### src/rtl/aes_pkg.sv
// Shared AES definitions used by the key expander, the inverse key generation stage and the round datapath.
package aes_pkg;

  localparam int NR   = 10;
  localparam int RK_W = 128;

  typedef enum logic [1:0] {IDLE, SUB, MIX, DONE} ks_state_t;

  localparam logic [7:0] RCON [NR] = '{
    8'h01, 8'h02, 8'h04, 8'h08, 8'h10, 8'h20, 8'h40, 8'h80, 8'h1b, 8'h36
  };

  function automatic logic [31:0] rot_word(input logic [31:0] w);
    return {w[23:0], w[31:24]};
  endfunction

endpackage

### src/rtl/aes_key_expander_if.sv
// Key load, status and round-key read bus of the AES-128 key expander.
interface aes_key_expander_if;
  import aes_pkg::*;

  logic [RK_W-1:0] key_in;
  logic            key_valid;
  logic            key_ready;
  logic            busy;
  logic            done;
  logic [RK_W-1:0] last_key;
  logic [3:0]      rk_idx;
  logic [RK_W-1:0] rk_out;

  modport master (
    output key_in, key_valid, rk_idx,
    input  key_ready, busy, done, last_key, rk_out
  );

  modport slave (
    input  key_in, key_valid, rk_idx,
    output key_ready, busy, done, last_key, rk_out
  );

endinterface

### src/rtl/aes_rk_store.sv
// Eleven-entry round-key register file: one write port, one registered read port that returns 0 beyond key 10.
module aes_rk_store
  import aes_pkg::*;
(
  input  logic            clk,
  input  logic            rst_n,
  input  logic            we,
  input  logic [3:0]      waddr,
  input  logic [RK_W-1:0] wdata,
  input  logic [3:0]      raddr,
  output logic [RK_W-1:0] rdata,
  output logic [RK_W-1:0] last_key
);

  logic [RK_W-1:0] mem [NR+1];

  always_ff @(posedge clk) begin
    if (!rst_n) begin
      for (int i = 0; i <= NR; i++) mem[i] <= '0;
      rdata <= '0;
    end else begin
      if (we && waddr <= 4'(NR)) mem[waddr] <= wdata;
      if (raddr <= 4'(NR)) rdata <= mem[raddr];
      else                 rdata <= '0;
    end
  end

  assign last_key = mem[NR];

endmodule

### src/rtl/sbox.sv
// Registered AES forward S-box: one byte lookup with one cycle of latency.
module sbox (
  input  logic       clk,
  input  logic [7:0] i_Seed_Data,
  output logic [7:0] ans
);

  localparam logic [2047:0] TABLE = {
    128'h637c777bf26b6fc53001672bfed7ab76, 128'hca82c97dfa5947f0add4a2af9ca472c0,
    128'hb7fd9326363ff7cc34a5e5f171d83115, 128'h04c723c31896059a071280e2eb27b275,
    128'h09832c1a1b6e5aa0523bd6b329e32f84, 128'h53d100ed20fcb15b6acbbe394a4c58cf,
    128'hd0efaafb434d338545f9027f503c9fa8, 128'h51a3408f929d38f5bcb6da2110fff3d2,
    128'hcd0c13ec5f974417c4a77e3d645d1973, 128'h60814fdc222a908846eeb814de5e0bdb,
    128'he0323a0a4906245cc2d3ac629195e479, 128'he7c8376d8dd54ea96c56f4ea657aae08,
    128'hba78252e1ca6b4c6e8dd741f4bbd8b8a, 128'h703eb5664803f60e613557b986c11d9e,
    128'he1f8981169d98e949b1e87e9ce5528df, 128'h8ca1890dbfe6426841992d0fb054bb16
  };

  always_ff @(posedge clk) begin
    ans <= TABLE[11'(2047) - {i_Seed_Data, 3'b000} -: 8];
  end

endmodule

### src/rtl/aes_key_expander.sv
// Forward AES-128 key schedule: one round every two clocks (S-box lookup, then word mixing) into a local key store.
module aes_key_expander
  import aes_pkg::*;
(
  input  logic              clk,
  input  logic              rst_n,
  aes_key_expander_if.slave bus
);

  ks_state_t       state, state_nx;
  logic [3:0]      r;
  logic [RK_W-1:0] work;
  logic [31:0]     rot, sub_word, temp;
  logic [31:0]     w0n, w1n, w2n, w3n;
  logic            accept, we;
  logic [3:0]      waddr;
  logic [RK_W-1:0] wdata;

  assign rot = rot_word(work[31:0]);

  // The S-boxes sample every cycle; their output is only consumed in MIX, while the working key is stable.
  for (genvar g = 0; g < 4; g++) begin : g_sbox
    sbox u_sbox (
      .clk         (clk),
      .i_Seed_Data (rot[8*g +: 8]),
      .ans         (sub_word[8*g +: 8])
    );
  end

  assign temp = sub_word ^ {RCON[r], 24'h0};
  assign w0n  = work[127:96] ^ temp;
  assign w1n  = work[95:64]  ^ w0n;
  assign w2n  = work[63:32]  ^ w1n;
  assign w3n  = work[31:0]   ^ w2n;

  always_ff @(posedge clk) begin
    if (!rst_n) state <= IDLE;
    else        state <= state_nx;
  end

  always_comb begin
    state_nx      = state;
    accept        = 1'b0;
    we            = 1'b0;
    waddr         = 4'd0;
    wdata         = {w0n, w1n, w2n, w3n};
    bus.key_ready = 1'b0;
    bus.busy      = 1'b0;
    bus.done      = 1'b0;
    case (state)
      IDLE, DONE: begin
        bus.key_ready = 1'b1;
        bus.done      = (state == DONE);
        if (bus.key_valid) begin
          accept   = 1'b1;
          we       = 1'b1;
          wdata    = bus.key_in;
          state_nx = SUB;
        end
      end
      SUB: begin
        bus.busy = 1'b1;
        state_nx = MIX;
      end
      MIX: begin
        bus.busy = 1'b1;
        we       = 1'b1;
        waddr    = r + 4'd1;
        state_nx = (r == 4'(NR-1)) ? DONE : SUB;
      end
      default: state_nx = IDLE;
    endcase
  end

  always_ff @(posedge clk) begin
    if (!rst_n) begin
      r    <= '0;
      work <= '0;
    end else if (accept) begin
      r    <= '0;
      work <= bus.key_in;
    end else if (state == MIX) begin
      work <= {w0n, w1n, w2n, w3n};
      if (r != 4'(NR-1)) r <= r + 4'd1;
    end
  end

  aes_rk_store u_store (
    .clk      (clk),
    .rst_n    (rst_n),
    .we       (we),
    .waddr    (waddr),
    .wdata    (wdata),
    .raddr    (bus.rk_idx),
    .rdata    (bus.rk_out),
    .last_key (bus.last_key)
  );

endmodule

### src/flat_wrapper.sv
// flat-port wrapper written by rule: the top's interface ports become plain ports
module aes_key_expander_flat import aes_pkg::*;
  (clk, rst_n, bus_key_in, bus_key_valid, bus_rk_idx, bus_key_ready, bus_busy, bus_done, bus_last_key, bus_rk_out);
  aes_key_expander_if bus_i ();
  input  logic clk;
  input  logic rst_n;
  input wire logic [$bits(bus_i.key_in)-1:0] bus_key_in;
  input wire logic [$bits(bus_i.key_valid)-1:0] bus_key_valid;
  input wire logic [$bits(bus_i.rk_idx)-1:0] bus_rk_idx;
  output wire logic [$bits(bus_i.key_ready)-1:0] bus_key_ready;
  output wire logic [$bits(bus_i.busy)-1:0] bus_busy;
  output wire logic [$bits(bus_i.done)-1:0] bus_done;
  output wire logic [$bits(bus_i.last_key)-1:0] bus_last_key;
  output wire logic [$bits(bus_i.rk_out)-1:0] bus_rk_out;
  assign bus_i.key_in = bus_key_in;
  assign bus_i.key_valid = bus_key_valid;
  assign bus_i.rk_idx = bus_rk_idx;
  assign bus_key_ready = bus_i.key_ready;
  assign bus_busy = bus_i.busy;
  assign bus_done = bus_i.done;
  assign bus_last_key = bus_i.last_key;
  assign bus_rk_out = bus_i.rk_out;
  aes_key_expander u_core (.clk(clk), .rst_n(rst_n), .bus(bus_i));
endmodule
### config.mk
export PLATFORM = sky130hd
export DESIGN_NAME = aes_key_expander_flat
export DESIGN_NICKNAME = d
export VERILOG_FILES = /design/src/rtl/aes_pkg.sv /design/src/rtl/aes_key_expander_if.sv /design/src/rtl/aes_rk_store.sv /design/src/rtl/sbox.sv /design/src/rtl/aes_key_expander.sv /design/src/flat_wrapper.sv
export SDC_FILE = /design/constraint.sdc
export NUM_CORES = 2
export LEC_CHECK = 0
export CORE_MARGIN = 1
export CORE_UTILIZATION = 40
export DETAILED_ROUTE_END_ITERATION = 16
export GPL_ROUTABILITY_DRIVEN = 0
export SLEW_MARGIN = 20
export SYNTH_ARGS = -nofsm -noshare
export SYNTH_HDL_FRONTEND = slang
export SYNTH_SLANG_ARGS = --single-unit
### constraint.sdc
create_clock -name clk -period 19.7 [get_ports clk]
set_clock_uncertainty 0.05 [all_clocks]
set_input_delay 1.97 -clock clk [delete_from_list [all_inputs] [get_ports clk]]
set_output_delay 1.97 -clock clk [all_outputs]
set_load 0.1 [all_outputs]
Word level (Yosys, flattened, before mapping)
Memories as Yosys holds them, arrays and structs flattened. A register that Yosys moved wholly into a read port is not among the register bits.
Index checks and enable logic that the tools add are counted.
- register bits: 166
- bits in writable memories: 1408
- memory bits (read-only): 128
- input bits: 135
- output and inout bits: 259
- word-level logic and storage cells: 67
- memories: 2
- memory list (name ; depth ; width ; rd ports ; clocked after memory_dff ; write ports ; line ; text):
    u_core.u_store.mem ; 11 ; 128 ; 2 ; 1 ; 11 ; aes_rk_store.sv:15 ; logic [RK_W-1:0] mem [NR+1];
    (no name shown) ; 16 ; 8 ; 1 ; 0 ; 0 ; aes_key_expander.sv:30 ; assign temp = sub_word ^ {RCON[r], 24'h0};
- add/subtract/negate cells: 5
- order comparisons: 3
- equal/unequal tests: 6
- shifts and indexed selects: 4
- mux-type cells: 23
- bitwise logic cells: 7
- reductions and logical operators: 10
- operator list (operator ; count):
    indexed part select 2055 x 12 -> 8 bit, first input constant ; 4
    2-to-1 mux 128 bit ; 5
    bitwise XOR 32 bit ; 5
    OR reduction 128 bit ; 1
    subtractor 11 bit, first input constant ; 4
    2-to-1 mux 8 bit ; 2
    2-to-1 mux 1 bit ; 10
    <= comparator 4 bit, second input constant ; 2
    2-to-1 mux 4 bit ; 2
    one-hot mux 2 bit (3 select lines) ; 1
    OR reduction 2 bit ; 3
    >= comparator 5 bit, second input constant ; 1
    inverter 4 -> 5 bit ; 1
    adder 4 x 1 -> 4 bit, second input constant ; 1
    equality test 2 bit, second input constant ; 2
    equality test 4 bit, second input constant ; 1
    2-to-1 mux 2 bit ; 2
    inequality test 4 bit, second input constant ; 1
    AND reduction 2 bit ; 2
    equality test 2 x 1 -> 1 bit, second input constant ; 1
    logical NOT 2 bit ; 1
    inequality test 2 bit, second input constant ; 1
    one-hot mux 1 bit (2 select lines) ; 1
    nonzero test 2 bit ; 1
    3 further kinds ; 3

Logic depth before layout (Yosys ltp)
- depth in word-level cells: 12
- mapped depth: 11
- gate-level depth less buffers: 8

Modules after synthesis
From an unflattened synthesis, not the netlist that was laid out.
- cell total of the unflattened synthesis: 7734
- area, all modules: 86464.2 µm²
- by module, submodules not included (module ; instances ; cells each ; area an instance (µm²) ; sequential area each (µm²)):
    aes_rk_store ; 1 ; 4532 ; 63982.6 ; 43561.8
    sbox ; 4 ; 536 ; 3458.3 ; 160.2
    aes_key_expander ; 1 ; 1058 ; 8648.3 ; 2682.6

Worst setup path before layout
OpenSTA, ideal clock, no wires.
- path kind: input-to-reg
- start: in bus_key_valid
- end: mem u_core.u_store.mem[9][0] (enable)
- arrival time: 9450 ps
- required time: 18992 ps
- path slack: 9542 ps
- stages on the path: 8
- buffers on the path: 3
- path through: a21oi_1 > nor2_2 > o21ai_1 > buf_2 > buf_2 > buf_2 > a21oi_1 > a21oi_1
- RTL lines (item ; line ; text):
    start: declaration ; flat_wrapper.sv:8 ; input wire logic [$bits(bus_i.key_valid)-1:0] bus_key_valid;
    end: declaration ; aes_rk_store.sv:15 ;

==> impl_metrics.toml <==
[synthesis]
synth_largest_type_area_fraction_pct = 52.7
synth_enable_flop_cells = 1920
post_synth.cell_area_avg_um2 = 13.0
synthesis.area_um2 = 109000
ys_seq_elements = 2342
ys_seq_area_share_pct = 60.4
synthDistinctLibCells = 91
synth.most_common_cell = "sky130_fd_sc_hd__edfxtp_1"
synth.yosys.warnings = 0
synth.top_cells.by_area = "sky130_fd_sc_hd__edfxtp_1, sky130_fd_sc_hd__mux4_2, sky130_fd_sc_hd__dfxtp_1"
asyncSetResetFlopFracSynth_pct = 0
synth.cells.most_frequent = "sky130_fd_sc_hd__edfxtp_1, sky130_fd_sc_hd__nor2_1, sky130_fd_sc_hd__mux4_2"
yosys.area.top_type = "sky130_fd_sc_hd__edfxtp_1"
dominantRegCellSynth = "sky130_fd_sc_hd__edfxtp_1"
synth_cells = 8447

[clock_network]
post_cts.repair.setup_buffers = 0
tritoncts = "yes"
cts_resized = 0
holdBufCountCts = 0
worst_skew_pair.late_latency_ns = 0.91
h-tree-depth = 4
clkSlewWorstSetupHoldPaths_ns = 0.06
numClockSinks = 2342
cts.path.max_buffers = 3
root_buffer = "sky130_fd_sc_hd__clkbuf_16"
cts_inserted_buffers = 237

[worst_setup_path]
reg2regPathDepth = 10
crit_path_start_kind = "primary input"
worstSetupEndpointType = "flip-flop"
critical_path_required_ns = 20.14
timing.critical_path.arrival_ns = 6.41
critical_path_peak_fanout = 54
path_type_of_the_worst_setup_path = "in2reg"
r2r_setup_slack_ns = 14.01

[floorplan]
top_level_ports = 394
floorplan.initialDensity_pct = 40.3
fp.dieW_um = 525
std_cell_rows = 191
chipHeight_um = 525
coreArea_um2 = 271000
die_area_um2 = 276000

[finish]
drive_above_1_share_pct = 14.5
stdcell_area_um2 = 127000
fin_nets = 9326
syn_to_final_growth_pct = 16.1

[power]
design_power_total_mw = 14.8
cellLeakagePower_nw = 45.3
power_density_nw_per_um2 = 116
irDropWorstVdd_mv = 0.0895

[timing]
final_setup_violations = 0
hold_ws_ns = 0.437
period_minus_slack_ns = 5.97
timing.final.hold_violations = 0
grt_setup_unrepaired = "no"
fin_crit_sh_pct = 30.3
worst_slew_margin_rel_pct = 21.5
worst-slew-pin-transition_ns = 1.17
slew_violations = 0
timing.setup.tns_ns = 0
achievable-frequency_ghz = 0.168

[worst_hold_path]
hold_depth = 2
min-delay-path-class = "reg2reg"

[placement]
dp.final_hpwl_mm = 231
dpl_cell_area_um2 = 119000
buffer_ports.inserted = 393

[global_routing]
grt_first_pass_wirelength_mm = 525
globalRouteTotalUtil_pct = 26.1
grt.overflow.total = 0
via_count_of_the_first_global_routing_pass = 74500
antenna_found_initial = 20
maximum_number_of_pins_on_one_net_before_global_route_repair = 159

[run]
max_cap_viol_count = 0

[route]
drc = 0
dr.pass1.iters = 15
remaining_antenna_violation_count = 0
finalWirelength_mm = 368
routedWlPerCell_um = 28.5
drt_iter0_drc = 11700
num_vias = 77000
vias_per_cell = 5.96

[outcome]
outcome = "finished clean"
[area by class of cell]
| cell class | instances | area, µm² |
|---|---|---|
| clock inverter | 129 | 1550 |
| inverter | 137 | 524 |
| antenna | 8 | 20.0 |
| sequential | 2342 | 66100 |
| tap | 3570 | 4470 |
| timing repair buffer | 581 | 5450 |
| clock buffer | 325 | 6530 |
| multi-input combinational | 5822 | 42400 |
| fill | 24100 | 144000 |
[per-layer routing]
metal | part of all wire, % | GRT usage [%]
met5 | 0.0087 | 0
met4 | 6.4 | 13.7
met3 | 10 | 5.37
met2 | 46 | 41.3
met1 | 37 | 33.7
[worst max-delay path: stages]
cell	delay, ns
sky130_fd_sc_hd__buf_6	0.48
sky130_fd_sc_hd__inv_4	0.25
sky130_fd_sc_hd__nor2_1	0.28
sky130_fd_sc_hd__and4_1	0.48
sky130_fd_sc_hd__nand2_4	0.56
sky130_fd_sc_hd__nand2_8	0.70
sky130_fd_sc_hd__buf_4	0.77
sky130_fd_sc_hd__buf_4	0.73
[cell families after synthesis]
kind of cell | share of synthesized area (%)
muxes | 13.7
AOI/OAI and AO/OA | 8.59
and+or+nand+nor | 11.3
xor gates and xnor gates | 1.87
other | 0.00342
adders and majority gates | 0.809
buffers and inverters | 3.35
DFF | 60.4
[through the flow]
step	setup slack [ns]	utilization, %	cells
floorplan	9.54	-	9086
global placement	12.95	43.8	12500
detailed placement	12.92	43.8	12500
CTS	13.83	46.8	12900
global route	13.66	46.8	12900
finish	13.73	46.8	12900
[power by group]
group	internal [mW]	switching [mW]
registers	5.83	0.235
clock network	2.65	1.99
logic	1.23	2.82
[sequential cells by signal, indices dropped and copies added, names as in the netlist]
name and cells:
u_core.u_store.mem 2048, u_core.u_store.rdata 128, u_core.work 128, u_core.g_sbox.u_sbox.ans 32, u_core.r 4, u_core.state 2
[worst paths after layout]
kind	from	to
worst max-delay path	rst_n	u_core.u_store.mem[4][6]$_SDFFCE_PN0P_
worst min-delay path	u_core.work[55]$_SDFFE_PN0P_	u_core.work[55]$_SDFFE_PN0P_
worst max register to register	u_core.r[0]$_SDFFE_PP0P_	u_core.u_store.mem[9][38]$_DFFE_PP_
worst min register to register	u_core.work[55]$_SDFFE_PN0P_	u_core.work[55]$_SDFFE_PN0P_
[layout by cell type (no fill, tap or decap), types with 98 or more instances in the layout]
cell,Yosys,final
sky130_fd_sc_hd__a211oi_1,113,113
sky130_fd_sc_hd__a21oi_1,332,327
sky130_fd_sc_hd__buf_4,2,183
sky130_fd_sc_hd__clkbuf_16,0,238
sky130_fd_sc_hd__clkdlybuf4s50_1,0,379
sky130_fd_sc_hd__conb_1,1,640
sky130_fd_sc_hd__dfxtp_1,422,404
sky130_fd_sc_hd__edfxtp_1,1920,1920
sky130_fd_sc_hd__inv_1,124,122
sky130_fd_sc_hd__mux4_2,648,648
sky130_fd_sc_hd__nand2_1,306,290
sky130_fd_sc_hd__nand2b_1,99,98
sky130_fd_sc_hd__nand3_1,193,191
sky130_fd_sc_hd__nor2_1,1564,1563
sky130_fd_sc_hd__nor2b_1,256,256
sky130_fd_sc_hd__nor3_1,110,110
sky130_fd_sc_hd__o21ai_0,422,421
sky130_fd_sc_hd__xnor2_1,98,98
Power figures use the tool's default switching activity.
